==> config.mk <==
export PLATFORM = sky130hd
export DESIGN_NAME = regfile_wb_scheduler
export DESIGN_NICKNAME = d
export VERILOG_FILES = /design/src/rtl/rv_pkg.sv /design/src/rtl/regfile_wb_scheduler_arbiter.sv /design/src/rtl/regfile_wb_scheduler.sv
export SDC_FILE = /design/constraint.sdc
export NUM_CORES = 1
export LEC_CHECK = 0
export CORE_MARGIN = 4
export CORE_UTILIZATION = 35
export CTS_CLUSTER_SIZE = 14
export DETAILED_ROUTE_END_ITERATION = 10
export GPL_TIMING_DRIVEN = 1
export PLACE_DENSITY = 0.66
export SLEW_MARGIN = 10
export SYNTH_ARGS = -nofsm -noshare
export SYNTH_HDL_FRONTEND = slang
export SYNTH_SLANG_ARGS = --single-unit
==> constraint.sdc <==
create_clock -name clk -period 5.1 [get_ports clk]
set_input_delay 0.51 -clock clk [delete_from_list [all_inputs] [get_ports clk]]
set_output_delay 0.51 -clock clk [all_outputs]
set_load 0.01 [all_outputs]
==> src/rtl/rv_pkg.sv <==
// Shared RV32I register-file types: address width, writeback request bundle.
package rv_pkg;
  localparam int XLEN       = 32;
  localparam int REG_ADDR_W = 5;
  localparam int NUM_REGS   = 1 << REG_ADDR_W;

  typedef logic [REG_ADDR_W-1:0] reg_addr_t;

  localparam reg_addr_t REG_ZERO = 5'd0;

  typedef struct packed {
    logic            valid;
    reg_addr_t       rd;
    logic [XLEN-1:0] data;
  } wb_req_t;

  function automatic logic [NUM_REGS-1:0] reg_onehot(input reg_addr_t a);
    return {{(NUM_REGS-1){1'b0}}, 1'b1} << a;
  endfunction
endpackage

==> src/rtl/regfile_wb_scheduler_arbiter.sv <==
// wb_port_arbiter: LSU-priority arbiter for the single register-file write port,
// with a starvation counter that forces one ALU win after STARVE_LIMIT losses.
module wb_port_arbiter
  import rv_pkg::*;
#(
  parameter int STARVE_LIMIT = 4
) (
  input  logic    clk,
  input  logic    reset,
  input  wb_req_t lsu_req,
  input  wb_req_t alu_req,
  output logic    lsu_ready,
  output logic    alu_ready,
  output wb_req_t win
);

  logic [3:0] starve_cnt_reg;
  logic       force_alu;

  always_comb begin
    force_alu = alu_req.valid && (starve_cnt_reg == 4'(STARVE_LIMIT));
    lsu_ready = lsu_req.valid && !force_alu && !reset;
    alu_ready = alu_req.valid && (force_alu || !lsu_req.valid) && !reset;
    win       = '0;
    if (lsu_ready)      win = lsu_req;
    else if (alu_ready) win = alu_req;
  end

  // Counts only consecutive losses; any idle or granted ALU cycle restarts it.
  always_ff @(posedge clk or posedge reset) begin
    if (reset)                                  starve_cnt_reg <= 4'd0;
    else if (!alu_req.valid || alu_ready)       starve_cnt_reg <= 4'd0;
    else if (starve_cnt_reg != 4'(STARVE_LIMIT)) starve_cnt_reg <= starve_cnt_reg + 4'd1;
  end

endmodule

==> src/rtl/regfile_wb_scheduler.sv <==
// Register-file writeback scheduler: busy scoreboard for issue hazards plus a shared
// write port. Define REGFILE_WB_BYPASS_EN to let the granted write clear its hazard same-cycle.
module regfile_wb_scheduler
  import rv_pkg::*;
#(
  parameter int XLEN         = rv_pkg::XLEN,
  parameter int STARVE_LIMIT = 4
) (
  input  logic            clk,
  input  logic            reset,
  input  logic            issue_valid,
  input  logic [4:0]      issue_rs1,
  input  logic [4:0]      issue_rs2,
  input  logic [4:0]      issue_rd,
  input  logic            issue_we,
  output logic            issue_stall,
  input  logic            lsu_valid,
  input  logic [4:0]      lsu_rd,
  input  logic [XLEN-1:0] lsu_data,
  output logic            lsu_ready,
  input  logic            alu_valid,
  input  logic [4:0]      alu_rd,
  input  logic [XLEN-1:0] alu_data,
  output logic            alu_ready,
  output logic            rf_we,
  output logic [4:0]      rf_a3,
  output logic [XLEN-1:0] rf_wd3,
  output logic            wb_err
);

  wb_req_t lsu_req, alu_req, win;
  logic [NUM_REGS-1:1] busy_reg;
  logic [NUM_REGS-1:0] busy_vec, busy_chk, clr_mask, set_mask;
  logic                wb_wr, haz, issue_fire, wb_err_reg;

  assign lsu_req = '{valid: lsu_valid, rd: lsu_rd, data: lsu_data};
  assign alu_req = '{valid: alu_valid, rd: alu_rd, data: alu_data};

  wb_port_arbiter #(.STARVE_LIMIT(STARVE_LIMIT)) u_arb (
    .clk       (clk),
    .reset     (reset),
    .lsu_req   (lsu_req),
    .alu_req   (alu_req),
    .lsu_ready (lsu_ready),
    .alu_ready (alu_ready),
    .win       (win)
  );

  always_comb begin
    busy_vec = {busy_reg, 1'b0};
    wb_wr    = win.valid && (win.rd != REG_ZERO);
    clr_mask = wb_wr ? reg_onehot(win.rd) : '0;
`ifdef REGFILE_WB_BYPASS_EN
    busy_chk = busy_vec & ~clr_mask;
`else
    busy_chk = busy_vec;
`endif
    haz         = busy_chk[issue_rs1] | busy_chk[issue_rs2] | (issue_we & busy_chk[issue_rd]);
    issue_stall = issue_valid && haz && !reset;
    issue_fire  = issue_valid && !issue_stall && issue_we && (issue_rd != REG_ZERO);
    set_mask    = issue_fire ? reg_onehot(issue_rd) : '0;
    rf_we       = wb_wr;
    rf_a3       = win.rd;
    rf_wd3      = win.data;
  end

  // Set is applied after clear so an illegal same-cycle collision leaves rd busy.
  for (genvar gi = 1; gi < NUM_REGS; gi++) begin : g_busy
    always_ff @(posedge clk or posedge reset) begin
      if (reset) busy_reg[gi] <= 1'b0;
      else       busy_reg[gi] <= (busy_reg[gi] & ~clr_mask[gi]) | set_mask[gi];
    end
  end

  always_ff @(posedge clk or posedge reset) begin
    if (reset)                         wb_err_reg <= 1'b0;
    else if (wb_wr && !busy_vec[win.rd]) wb_err_reg <= 1'b1;
  end

  assign wb_err = wb_err_reg;

endmodule
==> results of run 1 <==
## cells by family (layout without fill, tap and decap cells)
logic type                 count (synthesis)  after routing
muxes                                     41             41
and+or+nand+nor                           99             99
xor gates and xnor gates                   1              1
AOI/OAI and AO/OA                        150            150
DFF                                       36             36
adders and majority gates                  2              2
buffers and inverters                     40            163
## through the flow
stage / setup slack, ps / std cells / area [um^2] / util, %
6_report: 1140 / 621 / 4880 / 52.5
3_3_place_gp: 1100 / 613 / 4790 / 51.5
3_5_place_dp: 1110 / 613 / 4790 / 51.5
5_1_grt: 976 / 621 / 4880 / 52.5
2_1_floorplan: 2400 / 369 / 3350 / -
4_1_cts: 1110 / 621 / 4880 / 52.5
## final cells by class
cell class | count | area [um^2] | share of cell area, %
Multi-Input combinational cell | 293 | 2280 | 46.8
Timing Repair Buffer | 139 | 1380 | 28.4
Clock buffer | 8 | 90.1 | 1.85
Tap cell | 129 | 161 | 3.31
Sequential cell | 36 | 901 | 18.5
Inverter | 16 | 60.1 | 1.23
## layer usage
metal / vias to the layer above / global-route usage, % / wire, um
met1: 1783 / 27.5 / 4830
met4: 0 / 6.29 / 340
met5: - / 0 / 0
met3: 28 / 7.29 / 1520
met2: 249 / 38.4 / 6230
li1: 1697 / - / -
## report_power, final
part	switching [mW]	leakage [nW]	internal, mW
logic	0.201	1.33	0.262
registers	0.105	0.463	0.344
clock network	0.104	0.0455	0.110
total	0.410	1.84	0.716
## critical path, cell delays in order
cell	delay, ps
sky130_fd_sc_hd__clkdlybuf4s50_1	880
sky130_fd_sc_hd__mux2_2	400
sky130_fd_sc_hd__a22o_1	220
sky130_fd_sc_hd__mux4_2	450
sky130_fd_sc_hd__a211o_1	350
sky130_fd_sc_hd__nand2_1	80
sky130_fd_sc_hd__a21oi_1	60
sky130_fd_sc_hd__clkdlybuf4s50_1	500
## layout by cell type (no fill, tap or decap), types with 3 or more instances in the layout
cell	synthesis	final
sky130_fd_sc_hd__o21ai_0	45	45
sky130_fd_sc_hd__nand3b_1	3	3
sky130_fd_sc_hd__nor3_1	5	4
sky130_fd_sc_hd__mux2i_1	18	18
sky130_fd_sc_hd__nor3b_1	4	4
sky130_fd_sc_hd__o21ai_2	9	9
sky130_fd_sc_hd__nand2_1	32	32
sky130_fd_sc_hd__nor2b_1	6	6
sky130_fd_sc_hd__nor2_1	14	14
sky130_fd_sc_hd__mux4_2	20	20
sky130_fd_sc_hd__a21oi_1	8	8
sky130_fd_sc_hd__dfrtp_1	36	36
sky130_fd_sc_hd__buf_4	0	3
sky130_fd_sc_hd__mux2_2	3	3
sky130_fd_sc_hd__o31ai_1	4	4
sky130_fd_sc_hd__inv_1	15	15
sky130_fd_sc_hd__o211ai_1	5	5
sky130_fd_sc_hd__clkdlybuf4s50_1	0	136
sky130_fd_sc_hd__a32oi_1	5	5
sky130_fd_sc_hd__nand4b_1	3	3
sky130_fd_sc_hd__and2_1	3	3
sky130_fd_sc_hd__clkbuf_8	0	6
sky130_fd_sc_hd__and3b_1	3	3
sky130_fd_sc_hd__o21ai_1	12	12
sky130_fd_sc_hd__nand3_1	15	15
sky130_fd_sc_hd__a22oi_1	4	4
sky130_fd_sc_hd__a22o_1	33	33
## how the worst min path moves through the flow
stage / cells past startpoint / slack (ps) / endpoint
final: 1 / 560 / u_arb.starve_cnt_reg[0]
after global routing: 1 / 580 / u_arb.starve_cnt_reg[0]
after CTS: 1 / 560 / u_arb.starve_cnt_reg[0]
after detailed placement: 1 / 550 / u_arb.starve_cnt_reg[0]
after global placement: 1 / 530 / u_arb.starve_cnt_reg[0]
after floorplan: 1 / 510 / u_arb.starve_cnt_reg[0]
==> results.sh, run 1 <==
export IMPL_hp_start="u_arb.starve_cnt_reg[0]"
export IMPL_die_h_um=106
export IMPL_max_clock_freq_ghz=0.252
export IMPL_post_route_min_period_ps=3960
export IMPL_muxShareOfSynthArea_pct=19.8
export IMPL_drt_first_iter_violations=329
export IMPL_first_pass_grt_wire_length_um=20000
export IMPL_hold_buffers=0
export IMPL_avgViaCountPerCell=6.05
export IMPL_postSynthRegisterBits=36
export IMPL_cts_tree="yes"
export IMPL_hold_class="flip-flop to flip-flop"
export IMPL_async_reset_ff_share_pct=100
export IMPL_worst_r2r_cell_count=11
export IMPL_ys_top_cells_by_area="sky130_fd_sc_hd__dfrtp_1, sky130_fd_sc_hd__mux4_2, sky130_fd_sc_hd__a22o_1"
export IMPL_layout_worst_path_cycle_share_pct=77.7
export IMPL_vdd_ir_drop_max_mv=0.102
export IMPL_max_cap_violations=0
export IMPL_worstSetupStartpoint="issue_rd[0]"
export IMPL_clock_skews_ps=9.12
export IMPL_number_of_antenna_violations_at_the_first_check_in_global_routing=0
export IMPL_fin_worst_hold_slack_ps=558
export IMPL_tightestPinTransition_ps=1060
export IMPL_netlist_area_um2=3350
export IMPL_gpl_final_weighted_congestion=0.855
export IMPL_floorplan_die_area_um2=11200
export IMPL_crit_type="input pin to output pin"
export IMPL_crit_path_start_kind="input pin"
export IMPL_crit_fanout=15
export IMPL_cts_made_buffers=5
export IMPL_synth_top_family_by_area="compound AO/OA/AOI/OAI gates"
export IMPL_required_ps=4590
export IMPL_r2r_start="u_arb.starve_cnt_reg[0]"
export IMPL_rsz0062_at_grt="no"
export IMPL_synth_enable_flop_cells=0
export IMPL_status="complete, no violations"
export IMPL_post_synth_top_area_cell="sky130_fd_sc_hd__dfrtp_1"
export IMPL_total_power_mw=1.13
export IMPL_wl_per_cell_um=20.8
export IMPL_clock_root_buffer="sky130_fd_sc_hd__clkbuf_8"
export IMPL_vias_in_the_first_global_route=3683
export IMPL_post_synthesis_share_of_cell_area_spent_on_xor_and_xnor_gates_pct=0.262
export IMPL_ys_types=58
export IMPL_hpwlAfterDp_um=10300
export IMPL_clock_latency_ps=300
export IMPL_rr_endpoint="busy_chk[3]"
export IMPL_ys_dominant_reg_cell="sky130_fd_sc_hd__dfrtp_1"
export IMPL_num_io_pins=137
export IMPL_power_leakage_nw=1.84
export IMPL_antenna_cells=0
export IMPL_syn_area_per_cell_um2=9.07
export IMPL_num_fill_cells=891
export IMPL_critPathCaptureType="output pin"
export IMPL_max_slew_margin_pct=29.6
export IMPL_num_nets_final=588
export IMPL_final_setup_viol_count=0
export IMPL_synth_seq_area_share_pct=26.9
export IMPL_drc_errors=0
export IMPL_core_rowCount=35
export IMPL_post_synth_fa_ha_maj_area_fraction_pct=0.747
export IMPL_synth_compound_area_share_pct=31.6
export IMPL_final_layout_size_suffix_gt1_share_pct=10.2
export IMPL_grt_start_max_net_pins=40
export IMPL_wl_um=12900
export IMPL_setup_reg_to_reg_worst_slack_ps=1810
export IMPL_slew_viol_final=0
export IMPL_ctsHtreeMaxLevel=2
export IMPL_post_cts_buffers=0
export IMPL_fin_setup_tns_ps=0
export IMPL_yosysWarningCount=0
export IMPL_grt_usage_pct=22.6
export IMPL_core_region_area_um2=9280
export IMPL_netlist_area_leader_share_pct=26.9
export IMPL_globalRoute_totalOverflow=0
export IMPL_postCtsResizedCells=0
export IMPL_antenna_violating_nets_left=0
export IMPL_start_util_pct=36.1
export IMPL_critPathCapture="issue_stall"
export IMPL_synth_simple_gate_area_share_pct=15.5
export IMPL_area_growth_synth_to_final_pct=45.6
export IMPL_count_of_input_and_output_buffers=136
export IMPL_largest_register_ff_count=31
export IMPL_ctsLongestPathBuffers=2
export IMPL_die_x_um=106
export IMPL_timing_final_hold_violations=0
export IMPL_yosys_cell_count_top_type="sky130_fd_sc_hd__o21ai_0"
export IMPL_vias=3757
export IMPL_power_density_nw_per_um2=231
export IMPL_drt_pass1_iter_count=6
export IMPL_synthCells=369
export IMPL_postSynthNetCount=466
export IMPL_synth_top_cells_by_count="sky130_fd_sc_hd__o21ai_0, sky130_fd_sc_hd__dfrtp_1, sky130_fd_sc_hd__a22o_1, sky130_fd_sc_hd__nand2_1, sky130_fd_sc_hd__mux4_2"
export IMPL_clock_sink_count=36
export IMPL_critical_path_arrival_ps=3450
export IMPL_cts_clk_slew_worst_paths_ps=80
(Power assumes the default switching activity.)
==> run 2, diff against run 1 <==
--- a/config.mk
+++ b/config.mk
@@ -10,7 +10,7 @@
 export CTS_CLUSTER_SIZE = 14
 export DETAILED_ROUTE_END_ITERATION = 10
 export GPL_TIMING_DRIVEN = 1
-export PLACE_DENSITY = 0.66
+export PLACE_DENSITY = 0.69
 export SLEW_MARGIN = 10
 export SYNTH_ARGS = -nofsm -noshare
 export SYNTH_HDL_FRONTEND = slang
==> constraint.sdc (replaced) <==
create_clock -name clk -period 3.5 [get_ports clk]
set_input_delay 0.35 -clock clk [delete_from_list [all_inputs] [get_ports clk]]
set_output_delay 0.35 -clock clk [all_outputs]
set_load 0.01 [all_outputs]
==> results.sh, run 2 (synthesized netlist as in run 1, its figures left out) <==
export IMPL_status="complete, no violations"
export IMPL_die_x_um=106
export IMPL_antenna_violating_nets_left=0
export IMPL_globalRoute_totalOverflow=0
export IMPL_timing_hold_worst_path_depth=1
export IMPL_crit_type="input pin to output pin"
export IMPL_critPathCaptureType="output pin"
export IMPL_grt_usage_pct=22.7
export IMPL_num_io_pins=137
export IMPL_post_cts_buffers=0
export IMPL_ctsHtreeMaxLevel=2
export IMPL_drc_errors=0
export IMPL_largest_register_ff_count=31
export IMPL_clock_root_buffer="sky130_fd_sc_hd__clkbuf_8"
export IMPL_crit_path_start_kind="input pin"
export IMPL_floorplan_die_area_um2=11200
export IMPL_drt_first_iter_violations=466
export IMPL_first_pass_grt_wire_length_um=20200
export IMPL_postPlaceCellArea_um2=4890
export IMPL_final_core_utilization_pct=53.9
export IMPL_clock_latency_ps=290
export IMPL_cts_made_buffers=5
export IMPL_max_slew_margin_pct=58.2
export IMPL_comb_power_share_pct=39.9
export IMPL_p_seq_share_pct=38.6
export IMPL_final_setup_viol_count=0
export IMPL_clock_power_share_pct=21.5
export IMPL_max_clock_freq_ghz=0.305
export IMPL_internal_power_mw=1.11
export IMPL_vias_in_the_first_global_route=3883
export IMPL_area_growth_synth_to_final_pct=49.6
export IMPL_hold_path_endpoint="u_arb.starve_cnt_reg[0]"
export IMPL_final_design_area_no_fill_um2=5010
export IMPL_hold_class="flip-flop to flip-flop"
export IMPL_hp_start="u_arb.starve_cnt_reg[0]"
export IMPL_total_power_mw=1.73
export IMPL_power_leakage_nw=1.94
export IMPL_wl_um=12900
export IMPL_start_util_pct=36.1
export IMPL_grt_start_max_net_pins=38
export IMPL_clock_skews_ps=7.21
export IMPL_tightestPinTransition_ps=625
export IMPL_antenna_cells=0
export IMPL_cts_tree="yes"
export IMPL_p_sw_mw=0.621
export IMPL_layout_commonest_cell="sky130_fd_sc_hd__clkdlybuf4s50_1"
export IMPL_max_cap_violations=0
export IMPL_clock_sink_count=36
export IMPL_layout_worst_path_cycle_share_pct=93.8
export IMPL_power_density_nw_per_um2=345
export IMPL_timing_final_hold_violations=0
export IMPL_rr_endpoint="busy_chk[3]"
export IMPL_core_region_area_um2=9280
export IMPL_core_rowCount=35
export IMPL_num_nets_final=602
export IMPL_die_h_um=106
export IMPL_r2r_start="u_arb.starve_cnt_reg[0]"
export IMPL_critical_path_arrival_ps=2930
export IMPL_hpwlAfterDp_um=10400
export IMPL_required_ps=3150
export IMPL_fin_setup_tns_ps=0
export IMPL_setup_reg_to_reg_worst_slack_ps=600
export IMPL_count_of_input_and_output_buffers=136
export IMPL_wl_per_cell_um=20.3
export IMPL_cts_clk_slew_worst_paths_ps=80
export IMPL_drt_pass1_iter_count=5
export IMPL_slew_viol_final=0
export IMPL_layout_cells_most_common_list="sky130_fd_sc_hd__clkdlybuf4s50_1, sky130_fd_sc_hd__o21ai_0, sky130_fd_sc_hd__dfrtp_1"
export IMPL_vias=3829
export IMPL_rsz0062_at_grt="no"
export IMPL_crit_fanout=7
export IMPL_final_layout_size_suffix_gt1_share_pct=13.0
export IMPL_number_of_antenna_violations_at_the_first_check_in_global_routing=0
export IMPL_gpl_final_weighted_congestion=0.948
export IMPL_ctsLongestPathBuffers=2
export IMPL_vdd_ir_drop_max_mv=0.161
export IMPL_net_switching_fraction_of_the_power_pct=36.0
export IMPL_post_route_min_period_ps=3280
export IMPL_worst_r2r_cell_count=11
export IMPL_avgViaCountPerCell=6.03
run 2: timing repair:
action	CTS	global route
endpoints found under the setup margin	0	1
hold buffers	0	0
gates resized for setup	0	2
endpoints found under the hold margin	0	0
run 2: layer usage:
metal	part of all wire, %	track usage, %	vias up
met5	0	0	-
met4	2.7	7.31	0
met3	11	5.88	30
met2	49	40.3	257
met1	37	26.7	1816
li1	-	-	1726
run 2: area by class of cell:
class                   count  area [um^2]
flip-flops and latches     36          901
repair buffers            153         1490
multi-input cells         293         2280
fillers                   888         4280
well taps                 129          161
clock inverters             3         42.5
inverters                  16         60.1
clock buffers               5         68.8
run 2: worst max path at each step:
stage / startpoint / to / cells after the start
6_report: issue_rs1[0] / issue_stall / 8
5_1_grt: issue_rs1[0] / issue_stall / 8
4_1_cts: issue_rd[0] / issue_stall / 8
3_5_place_dp: issue_rs2[0] / issue_stall / 8
3_3_place_gp: issue_rd[0] / issue_stall / 8
2_1_floorplan: u_arb.starve_cnt_reg[0] / wb_err / 10
run 2: per-stage QoR:
stage          cells  setup WS (ps)  hold WS [ps]
3_5_place_dp     627            156           566
3_3_place_gp     627            172           540
2_1_floorplan    369            945           497
6_report         635            217           564
5_1_grt          635           36.4           617
4_1_cts          635            139           571
run 2: critical path, cell delays in order:
cell and delay [ps]:
sky130_fd_sc_hd__clkdlybuf4s50_1 670, sky130_fd_sc_hd__mux4_2 530, sky130_fd_sc_hd__nand2b_1 150, sky130_fd_sc_hd__o2111ai_1 100
sky130_fd_sc_hd__o311ai_1 140, sky130_fd_sc_hd__nor4_2 360, sky130_fd_sc_hd__a21oi_1 130, sky130_fd_sc_hd__clkdlybuf4s50_1 490
run 2: power groups by stage:
stage | Sequential, mW | Clock, mW | Combinational, mW
2_1_floorplan | 0.578 | 0 | 0.423
3_5_place_dp | 0.665 | 0 | 0.686
5_1_grt | 0.669 | 0.394 | 0.751
6_report | 0.667 | 0.371 | 0.690
4_1_cts | 0.657 | 0.373 | 0.689
3_3_place_gp | 0.663 | 0 | 0.674
==> run 3, diff against run 2 <==
--- a/config.mk
+++ b/config.mk
@@ -5,6 +5,8 @@
 export SDC_FILE = /design/constraint.sdc
 export NUM_CORES = 1
 export LEC_CHECK = 0
+export ABC_CLOCK_PERIOD_IN_PS = 3500
+export CAP_MARGIN = 20
 export CORE_MARGIN = 4
 export CORE_UTILIZATION = 35
 export CTS_CLUSTER_SIZE = 14
==> results of run 3 <==
No change in the layout: final DEF, timing and power equal those of run 2.
